===== config.mk =====
export PLATFORM = sky130hd
export DESIGN_NAME = pipe_hazard_ctrl
export DESIGN_NICKNAME = d
export VERILOG_FILES = /design/src/rtl/pipe_ctrl_pkg.sv /design/src/rtl/pipe_hazard_ctrl_hazard_detect.sv /design/src/rtl/pipe_hazard_ctrl.sv
export SDC_FILE = /design/constraint.sdc
export NUM_CORES = 1
export LEC_CHECK = 0
export ABC_AREA = 1
export CORE_MARGIN = 1.5
export CORE_UTILIZATION = 32
export CTS_CLUSTER_DIAMETER = 100
export DETAILED_ROUTE_END_ITERATION = 10
export PLACE_DENSITY = 0.81
export SLEW_MARGIN = 20
export SYNTH_ARGS = -nofsm -noshare
export SYNTH_HDL_FRONTEND = slang
export SYNTH_SLANG_ARGS = --single-unit
export TNS_END_PERCENT = 10

===== constraint.sdc =====
create_clock -name clk -period 1.77 [get_ports clk]
set_input_delay 0.2655 -clock clk [delete_from_list [all_inputs] [get_ports clk]]
set_output_delay 0.2655 -clock clk [all_outputs]
set_load 0.05 [all_outputs]

===== src/rtl/pipe_ctrl_pkg.sv =====
// Shared types and constants for the pipeline stall/flush controller.
package pipe_ctrl_pkg;

    typedef enum logic [1:0] {
        RUN      = 2'd0,
        MEM_WAIT = 2'd1,
        ERROR    = 2'd2
    } state_t;

    localparam logic [4:0] REG_X0 = 5'd0;

endpackage


===== src/rtl/pipe_hazard_ctrl_hazard_detect.sv =====
// Combinational load-use comparator: a load in EX feeding a source of the ID instruction.
module hazard_detect
    import pipe_ctrl_pkg::*;
(
    input  logic       ex_memRead,
    input  logic [4:0] ex_RegRd,
    input  logic [4:0] id_rs1,
    input  logic [4:0] id_rs2,
    output logic       load_use
);

    // x0 is hardwired to zero, so a load targeting it never creates a dependency.
    assign load_use = ex_memRead && (ex_RegRd != REG_X0) &&
                      ((ex_RegRd == id_rs1) || (ex_RegRd == id_rs2));

endmodule


===== src/rtl/pipe_hazard_ctrl.sv =====
// Central stall/flush controller for the 5-stage pipeline.
// Optional performance counters are built when PIPE_CTRL_PERF_EN is defined.
module pipe_hazard_ctrl
    import pipe_ctrl_pkg::*;
#(
    parameter int TIMEOUT = 16,
    parameter int CNT_W   = 32
) (
    input  logic             clk,
    input  logic             rst,
    input  logic [4:0]       id_rs1,
    input  logic [4:0]       id_rs2,
    input  logic             ex_memRead,
    input  logic [4:0]       ex_RegRd,
    input  logic             ex_branch_taken,
    input  logic             ex_jump,
    input  logic             mem_memRead,
    input  logic             mem_memWrite,
    input  logic             dmem_ready,
    output logic             pc_stall,
    output logic             if_id_stall,
    output logic             if_id_flush,
    output logic             id_ex_stall,
    output logic             id_ex_flush,
    output logic             ex_mem_stall,
    output logic             mem_wb_flush,
    output logic             pc_redirect,
    output logic             dmem_req,
    output logic             timeout_err,
    output logic [CNT_W-1:0] perf_stall_cycles,
    output logic [CNT_W-1:0] perf_flushes
);

    localparam int CW = $clog2(TIMEOUT + 1);
    localparam logic [CW-1:0] LAST_WAIT = CW'(TIMEOUT - 1);

    state_t        state, state_n;
    logic [CW-1:0] wait_cnt, wait_cnt_n;
    logic          timeout_err_n;
    logic          mem_acc;
    logic          mem_wait;
    logic          load_use;

    hazard_detect u_hazard_detect (
        .ex_memRead (ex_memRead),
        .ex_RegRd   (ex_RegRd),
        .id_rs1     (id_rs1),
        .id_rs2     (id_rs2),
        .load_use   (load_use)
    );

    assign mem_acc  = mem_memRead | mem_memWrite;
    assign mem_wait = mem_acc & ~dmem_ready & (state != ERROR);
    assign dmem_req = mem_acc & (state != ERROR);

    always_comb begin
        pc_stall      = 1'b0;
        if_id_stall   = 1'b0;
        if_id_flush   = 1'b0;
        id_ex_stall   = 1'b0;
        id_ex_flush   = 1'b0;
        ex_mem_stall  = 1'b0;
        mem_wb_flush  = 1'b0;
        pc_redirect   = 1'b0;
        state_n       = state;
        wait_cnt_n    = wait_cnt;
        timeout_err_n = timeout_err;

        if (state == ERROR) begin
            pc_stall     = 1'b1;
            if_id_stall  = 1'b1;
            id_ex_stall  = 1'b1;
            ex_mem_stall = 1'b1;
            mem_wb_flush = 1'b1;
        end else if (mem_wait) begin
            pc_stall     = 1'b1;
            if_id_stall  = 1'b1;
            id_ex_stall  = 1'b1;
            ex_mem_stall = 1'b1;
            mem_wb_flush = 1'b1;
            // The TIMEOUT-th consecutive stall cycle is the last before the lock.
            if (wait_cnt == LAST_WAIT) begin
                state_n       = ERROR;
                timeout_err_n = 1'b1;
            end else begin
                state_n    = MEM_WAIT;
                wait_cnt_n = wait_cnt + 1'b1;
            end
        end else begin
            state_n    = RUN;
            wait_cnt_n = '0;
            // A redirect squashes the ID instruction, so any load-use on it is moot.
            if (ex_branch_taken | ex_jump) begin
                pc_redirect = 1'b1;
                if_id_flush = 1'b1;
                id_ex_flush = 1'b1;
            end else if (load_use) begin
                pc_stall    = 1'b1;
                if_id_stall = 1'b1;
                id_ex_flush = 1'b1;
            end
        end
    end

    always_ff @(posedge clk) begin
        if (rst) begin
            state       <= RUN;
            wait_cnt    <= '0;
            timeout_err <= 1'b0;
        end else begin
            state       <= state_n;
            wait_cnt    <= wait_cnt_n;
            timeout_err <= timeout_err_n;
        end
    end

`ifdef PIPE_CTRL_PERF_EN
    always_ff @(posedge clk) begin
        if (rst) begin
            perf_stall_cycles <= '0;
            perf_flushes      <= '0;
        end else begin
            if (pc_stall)
                perf_stall_cycles <= perf_stall_cycles + 1'b1;
            if (pc_redirect)
                perf_flushes <= perf_flushes + 1'b1;
        end
    end
`else
    assign perf_stall_cycles = '0;
    assign perf_flushes      = '0;
`endif

endmodule


# Word level (Yosys, flattened, before mapping)
# Index checks and enable logic that the tools add are counted.
[word_totals] mem_bits_rw=0 word_cells=39 in_bits=23 rom_bits=0 ff_bits=8 out_inout_bits=74 latch_bits=0 mem_count=0
[op_classes] addsub=1 order_cmp=0 reduce_logical=6 mul=0 n_bitwise=7 muxes=16 shift=0 div=0 eq_ne=6
[op_table] operator="two-way mux 1 bit" n=12
[op_table] operator="equality test 5 bit" n=2
[op_table] operator="two-way mux 5 bit" n=2
[op_table] operator="adder 5 x 1 -> 5 bit, second input constant" n=1
[op_table] operator="equality test 5 x 4 -> 1 bit, second input constant" n=1
[op_table] operator="nonzero test 5 bit" n=1
[op_table] operator="two-way mux 2 bit" n=2
[op_table] operator="!= test 2 bit, second input constant" n=2
[op_table] operator="bitwise AND 1 bit" n=3
[op_table] operator="AND reduction 3 bit" n=1
[op_table] operator="equality test 2 bit, second input constant" n=1
[op_table] operator="logical AND 1 bit" n=2
[op_table] operator="inverter 1 bit" n=2
[op_table] operator="bitwise OR 1 bit" n=2
[op_table] operator="AND reduction 2 bit" n=1
[op_table] operator="logical OR 1 bit" n=1

# Depth between registers and ports, before layout
# Gate-level depths: netlist of run 1.
[logic_depth] ltp_word=7 mapped_depth=10

# Cells and area by module
# From an unflattened synthesis of run 1, not the netlist that was laid out.
[unflattened] cells_unflattened=181 area_unflattened_um2=1173.6
[modules_own_cells] module="pipe_hazard_ctrl" n_inst=1 area_each_um2=978.4 seq_area_each_um2=160.2 cells_each=136
[modules_own_cells] module="hazard_detect" n_inst=1 area_each_um2=195.2 seq_area_each_um2=0.0 cells_each=45

# Worst setup path after synthesis of run 1
# OpenSTA, ideal clock, no wires.
[synth_path] path_type="input port to output port" startpoint="in mem_memWrite" endpoint="out pc_redirect" path_slack_ps=-433 path_buffers=1 cell_stages=6 required_ps=1505 arrival_ps=1938 cell_sequence="nor2_2 > nor2_4 > nor2_1 > inv_1 > nor2_1 > buf_4"
[synth_between] elab_chain_len=5
[synth_rtl] element="start, declared" line="pipe_hazard_ctrl.sv:18" text="input logic mem_memWrite,"
[synth_rtl] element="bitwise OR 1 bit" line="pipe_hazard_ctrl.sv:52" text="assign mem_acc = mem_memRead | mem_memWrite;"
[synth_rtl] element="bitwise AND 1 bit (2 in series)" line="pipe_hazard_ctrl.sv:53" text="assign mem_wait = mem_acc & ~dmem_ready & (state != ERROR);"
[synth_rtl] element="two-way mux 1 bit (2 in series)"
[synth_rtl] element="end, declared" line="pipe_hazard_ctrl.sv:27" text="output logic pc_redirect,"
# No other way between the ends.

# Final worst setup path of run 1
[layout_path] startpoint="in mem_memRead" endpoint="out id_ex_flush"
[layout_between] elab_chain_len=5
[layout_rtl] element="start, declared" line="pipe_hazard_ctrl.sv:17" text="input logic mem_memRead,"
[layout_rtl] element="bitwise OR 1 bit" line="pipe_hazard_ctrl.sv:52"
[layout_rtl] element="bitwise AND 1 bit (2 in series)" line="pipe_hazard_ctrl.sv:53"
[layout_rtl] element="two-way mux 1 bit" line="pipe_hazard_ctrl.sv:75" text="end else if (mem_wait) begin"
[layout_rtl] element="two-way mux 1 bit" line="pipe_hazard_ctrl.sv:69" text="if (state == ERROR) begin"
[layout_rtl] element="end, declared" line="pipe_hazard_ctrl.sv:24" text="output logic id_ex_flush,"
# No other way between the ends.

==> summary.txt, run 1 <==
CTS
  • Worst skew pair latency: 0.26 ns
  • CTS Hold Bufs: 0
  • H-tree Lvls: 1
  • CTS sink cnt: 8
  • Root Buffer: clkbuf_4
  • Setup Buffers After CTS: 0
  • Reg clk slew, reported paths: 0.05 ns
  • Total CTS buffers: 3
  • CTS max path bufs: 2
  • CTS tree: done

Power
  • Internal power: 386 uW
  • Clock power share: 15.8%
  • Combinational power share: 62.5%
  • Leak: 0.811 nW
  • Switching Power: 484 uW
  • Net Sw Frac: 55.6%
  • Seq pwr share: 21.7%
  • Worst IR drop on VDD: 0.304 mV
  • Total Power: 870 uW
  • P per Cell Area: 618 mW/mm^2

Yosys
  • Sequential fraction of the synthesis area: 14.1%
  • Post-synthesis area per instance: 6.70 sq um
  • Multiplexer area fraction after synthesis: 0%
  • Simple-Gate Fraction of Synth Area: 22.8%
  • Post-Synth Adder-Cell Area: 2.21%
  • Synth Area in XOR/XNOR: 3.09%
  • Synthesized area: 0.00113 sq mm
  • Largest family of logic cells by synthesized area: buffers and inverters
  • Post-synthesis compound-gate area fraction: 4.53%
  • Synth Register Bits: 8
  • Yosys warns: 0
  • Mapped Cells: 169
  • Synth cell types: 24

STA
  • Setup Viol. Count Final: 0
  • Final slew viol count: 0
  • Max Clock Skew: 0.00376 ns
  • Post-layout min period: 1.71 ns
  • TNS Setup: 0 ns
  • Final setup margin: 0.0618 ns
  • Unrepaired setup endpoints after global routing: yes
  • Final period util: 96.5%
  • Hold Vio Cnt, Final: 0
  • Fmax: 585 MHz

Global route
  • Top Usage Layer GRT: met2
  • Met2 Resource Use GR: 15.1%
  • Met1 track demand over resource: 8.97%
  • Overall Global Routing Usage: 8.70%
  • Vias in the first global route: 669
  • Grt total ovfl: 0
  • GR met3 Demand/Resource: 3.24%
  • Largest net degree at the start of global routing: 6
  • Global-route wire length before repair: 2740 microns
  • Initial antenna violation count: 0

Floorplanning
  • Chip height: 62.5 microns
  • Initial Util: 33.7%
  • Core footprint: 0.00336 sq mm
  • Ports: 97
  • Full die area: 0.00390 sq mm
  • Die width: 62.5 microns
  • Row cnt: 21

Finish
  • Post-layout instance area: 0.00141 sq mm
  • ANT cells: 0
  • Layout cell share with drive strength beyond 1: 19.2%
  • Syn-to-layout area delta: 24.4%
  • Fin nets: 230

Detailed routing
  • Initial DRC count: 8
  • Via/cell ratio: 3.45
  • Vias: 858
  • Post-DRT Antenna Nets: 0
  • 1st-pass router iterations: 4
  • DRC: 0
  • Drt total wl: 1790 microns
  • Wire per inst: 7.20 microns

Place
  • DP Area: 0.00136 sq mm
  • PortBufs: 32
  • HPWL Detailed: 1580 microns
  • DP Worst Slack: -0.180 ns
  • Routability congestion estimate: 0.839

Worst setup path
  • Crit-path most repeated cell: nor2_2
  • CP startpoint kind: primary input
  • CP max stage delay: 0.41 ns
  • Worst Path Required: 1.50 ns
  • CP Max Fanout: 3
  • Worst setup path category: in -> out
  • Crit end category: output pin
  • Worst Path Arrival: 1.44 ns
  • CP max stage cell: clkdlybuf4s50_1
  • Register-to-register setup slack: 0.30 ns
  • Critical-path cell list: clkdlybuf4s50_1, nor2_2, nor2_4, nor2_2, buf_4, nand3_1, o21ai_2, buf_12

Run status
  • Status: finished clean

Flow run
  • Max_cap viols: 0

Hold path
  • Hold/Removal Path Class: reg -> reg
-- cells by family (layout without fill, tap and decap cells) --
logic type | Yosys count | count (layout)
flops | 8 | 8
other cells | 1 | 64
xor+xnor | 4 | 4
fa+ha+maj | 2 | 2
simple gates | 55 | 55
buf+inv | 91 | 62
compound gates | 8 | 8
-- registers in the layout, indices dropped and copies added, names as in the netlist --
signal,flops
state,2
timeout_err,1
wait_cnt,5
-- area by class of cell --
cell class                      instances  area (sq um)
Tap cell                               46          57.6
Multi-Input combinational cell        133           639
Fill cell                             378          1950
Timing Repair Buffer                   36           440
Inverter                               23          88.8
Sequential cell                         8           160
Clock buffer                            3          22.5
-- synthesized netlist by cell type --
cell / number / area share (%)
a21oi_1: 1 / 0.44
a31oi_1: 1 / 0.55
buf_4: 68 / 45
clkinv_1: 1 / 0.33
conb_1: 1 / 0.33
dfxtp_1: 8 / 14
ha_1: 2 / 2.2
inv_1: 16 / 5.3
inv_2: 5 / 1.7
inv_4: 1 / 0.55
nand2_1: 28 / 9.3
nand2_2: 4 / 2.2
nand3_1: 6 / 2.7
nand3_2: 1 / 0.88
nand4_1: 1 / 0.55
nor2_1: 11 / 3.6
nor2_2: 1 / 0.55
nor2_4: 3 / 3.0
o21ai_0: 1 / 0.44
o21ai_1: 1 / 0.44
o21ai_2: 2 / 1.5
o22ai_1: 2 / 1.1
xnor2_1: 3 / 2.3
xor2_1: 1 / 0.77
-- critical path: cells and delay by family --
| family | cells | cell delay (ns) |
|---|---|---|
| compound gates | 1 | 0.09 |
| buf+inv | 3 | 0.67 |
| simple gates | 4 | 0.41 |
-- power groups by stage --
stage	registers, mW	clock network (mW)	logic (mW)
after floorplan	0.191	0	0.525
after global placement	0.191	0	0.543
after detailed placement	0.192	0	0.547
after CTS	0.188	0.149	0.545
after global routing	0.189	0.158	0.568
final	0.188	0.138	0.544
-- through the flow --
stage / cells / util, % / hold WS [ns]
after detailed placement: 246 / 40.5 / 0.451
final: 249 / 41.9 / 0.452
after global routing: 249 / 41.9 / 0.483
after CTS: 249 / 41.4 / 0.458
after global placement: 246 / 40.5 / 0.444
after floorplan: 232 / - / 0.335
-- cell usage in the layout, fill, tap and decap left out, types with 8 or more instances in the layout --
cell type	netlist	routed
inv_1	16	16
dlygate4sd2_1	0	8
buf_12	0	9
nand2_1	28	27
clkdlybuf4s50_1	0	9
nor2_1	11	9
conb_1	1	64
dfxtp_1	8	8
-- worst paths after layout --
kind / startpoint / end / cells after the start
setup reg to reg: wait_cnt[0] / wait_cnt[2] / 10
setup / recovery: mem_memRead / id_ex_flush / 8
hold / removal: timeout_err / timeout_err / 2
hold reg to reg: timeout_err / timeout_err / 2
-- metal layers --
| metal | part of all wire [%] | wire [microns] | vias to the layer above |
|---|---|---|---|
| met3 | 11 | 193 | 4 |
| li1 | - | - | 445 |
| met5 | 0 | 0 | - |
| met4 | 1.9 | 34 | 0 |
| met1 | 37 | 659 | 356 |
| met2 | 51 | 905 | 53 |
-- timing repair --
action | CTS | global route
cloned | 0 | 0
pin swaps | 5 | 6
gates resized for setup | 12 | 6
endpoints found under the setup margin | 3 | 8
Power figures use the tool's default switching activity.
==> inputs of run 2 (changes only) <==
--- a/config.mk
+++ b/config.mk
@@ -6,6 +6,7 @@
 export NUM_CORES = 1
 export LEC_CHECK = 0
 export ABC_AREA = 1
+export CAP_MARGIN = 10
 export CORE_MARGIN = 1.5
 export CORE_UTILIZATION = 32
 export CTS_CLUSTER_DIAMETER = 100
==> constraint.sdc (replaced) <==
create_clock -name clk -period 1.77 [get_ports clk]
set_input_delay 0.354 -clock clk [delete_from_list [all_inputs] [get_ports clk]]
set_output_delay 0.354 -clock clk [all_outputs]
set_load 0.05 [all_outputs]
==> run 2 against run 1 <==
Clock power about the same. First-iteration DRC count rose to 7.0 times the previous value. Setup slack worse by 0.018 ns. Clock skew down 0.0016 ns. Largest power group unchanged. Clock-buffer cell count unchanged. Critical path type unchanged. Cell count down 0.40%. Routed wire length down 0.39%. Die area unchanged. Via count up 2.9%. Worst hold slack better by 0.0046 ns.
==> summary.txt, run 2 (synthesized netlist as in run 1, its figures left out) <==
Place
  • Routability congestion estimate: 0.758 (-9.7%)
  • PortBufs: 32 (unchanged)
  • HPWL Detailed: 1580 microns (+0.41%)
  • DP Worst Slack: -0.295 ns (-0.115 ns)
  • Placed Cells incl. Taps: 245 (-0.41%)

STA
  • Final setup margin: 0.0441 ns (-0.0177 ns)
  • Max Clock Skew: 0.00219 ns (-0.00157 ns)
  • Post-layout min period: 1.73 ns (+0.0177 ns)
  • Final period util: 97.5% (+1.0 points)
  • Final slew viol count: 0 (unchanged)
  • Unrepaired setup endpoints after global routing: no
  • Hold Vio Cnt, Final: 0 (unchanged)
  • Fmax: 579 MHz (-1.0%)
  • TNS Setup: 0 ns (unchanged)
  • Setup Viol. Count Final: 0 (unchanged)

Power
  • Internal power: 378 uW (-2.0%)
  • Total Power: 862 uW (-0.92%)
  • Clock power share: 15.7% (about the same)
  • Combinational power share: 62.5% (about the same)
  • Seq pwr share: 21.8% (about the same)
  • Leak: 0.772 nW (-4.8%)
  • P per Cell Area: 631 mW/mm^2 (+2.1%)
  • Net Sw Frac: 56.1% (+0.51 points)
  • Worst IR drop on VDD: 0.198 mV (-35%)
  • Switching Power: 484 uW (about the same)

Finish
  • Layout cell share with drive strength beyond 1: 23.3% (+4.1 points)
  • Fin nets: 229 (-0.43%)
  • Max reg flops: 5 (unchanged)
  • Final Non-Filler Cells: 248 (-0.40%)
  • Finished Core Util: 40.7% (-1.2 points)
  • Top reg by flops: wait_cnt
  • Syn-to-layout area delta: 20.8%
  • Top flop regs: wait_cnt: 5 flops, state: 2 flops, timeout_err: 1 flops
  • Commonest cells after routing, fill and taps aside: conb_1, nand2_1, inv_1, dlygate4sd2_1, buf_12
  • Most common cell after layout, fill and taps aside: conb_1
  • ANT cells: 0 (unchanged)

Worst setup path
  • CP Max Fanout: 3 (unchanged)
  • Crit end category: output pin
  • Worst Path Required: 1.42 ns (-0.08 ns)
  • Worst Path Arrival: 1.37 ns (-0.07 ns)
  • Worst R2R Path Depth: 10 (unchanged)
  • CP startpoint kind: primary input
  • Worst setup path category: in -> out

Floorplanning
  • Ports: 97 (unchanged)
  • Core footprint: 0.00336 sq mm (unchanged)
  • Row cnt: 21 (unchanged)
  • Chip height: 62.5 microns (unchanged)
  • Initial Util: 33.7% (unchanged)
  • Full die area: 0.00390 sq mm (unchanged)
  • Die width: 62.5 microns (unchanged)

Detailed routing
  • Drt total wl: 1790 microns (-0.39%)
  • Via/cell ratio: 3.56 (+3.3%)
  • Post-DRT Antenna Nets: 0 (unchanged)
  • Wire per inst: 7.20 microns (about the same)
  • Vias: 883 (+2.9%)
  • DRC: 0 (unchanged)
  • 1st-pass router iterations: 4 (unchanged)
  • Initial DRC count: 56 (+48)

CTS
  • Root Buffer: clkbuf_4
  • CTS max path bufs: 2 (unchanged)
  • Reg clk slew, reported paths: 0.05 ns (about the same)
  • CTS tree: done
  • CTS Hold Bufs: 0 (unchanged)
  • Worst skew pair latency: 0.25 ns (about the same)
  • CTS sink cnt: 8 (unchanged)
  • Setup Buffers After CTS: 0 (unchanged)
  • Total CTS buffers: 3 (unchanged)
  • H-tree Lvls: 1 (unchanged)

Flow run
  • Max_cap viols: 0 (unchanged)

Global route
  • Initial antenna violation count: 0 (unchanged)
  • Global-route wire length before repair: 2670 microns (-2.5%)
  • Vias in the first global route: 703 (+5.1%)
  • Grt total ovfl: 0 (unchanged)
  • Overall Global Routing Usage: 8.64% (-0.053 points)
  • Largest net degree at the start of global routing: 6 (unchanged)

Hold path
  • Hold/Removal Path Class: reg -> reg
  • Worst hold path cell count: 2 (unchanged)

Run status
  • Status: finished clean
## run 2: cell types whose count changed in the layout (fill, tap and decap cells not counted), moves of 2 or more
cell             previous run  this run
clkbuf_2                    0         6
clkdlybuf4s50_1             9         3
dlymetal6s2s_1              5         1
clkdlybuf4s15_1             0         3
inv_1                      16        14
inv_2                       5         7
## run 2: critical path: stages
cell,delay (ns)
clkdlybuf4s50_1,0.46
nor2_4,0.18
nand3_2,0.13
nand3_4,0.10
buf_12,0.14
## run 2: stage by stage
step	cell area (sq um)	hold slack, ns
final	1370	0.456
after global routing	1370	0.487
after CTS	1390	0.458
after detailed placement	1360	0.450
after global placement	1360	0.439
after floorplan	1380	0.423
## run 2: repair_timing
| action | in CTS | in global routing |
|---|---|---|
| pin swaps | 16 | 8 |
| endpoints found under the setup margin | 8 | 3 |
| resized for setup | 28 | 13 |
## run 2: layout make-up
| cell class | instances | area [sq um] |
|---|---|---|
| fill | 381 | 2000 |
| timing repair buffer | 35 | 392 |
| inverter | 23 | 88.8 |
| clock buffer | 3 | 22.5 |
| tap | 46 | 57.6 |
| multi-input combinational | 133 | 647 |
| sequential | 8 | 160 |
## run 2: final timing paths
path | startpoint | endpoint | slack [ns]
worst max register to register | wait_cnt[0] | wait_cnt[2] | 0.28
worst max-delay path | ex_jump | if_id_stall | 0.04
worst min register to register | timeout_err | timeout_err | 0.46
worst min-delay path | timeout_err | timeout_err | 0.46
## run 2: power groups by stage
stage	registers, mW	logic (mW)	clock network [mW]
2_1_floorplan	0.191	0.527	0
3_3_place_gp	0.192	0.543	0
3_5_place_dp	0.192	0.547	0
4_1_cts	0.188	0.538	0.142
5_1_grt	0.189	0.560	0.156
6_report	0.188	0.539	0.135
## run 2: layer usage
layer  track usage [%]  part of all wire (%)
met5                 0                     0
met4              5.00                   2.2
met3              3.24                    12
met2              17.2                    52
met1              7.06                    34
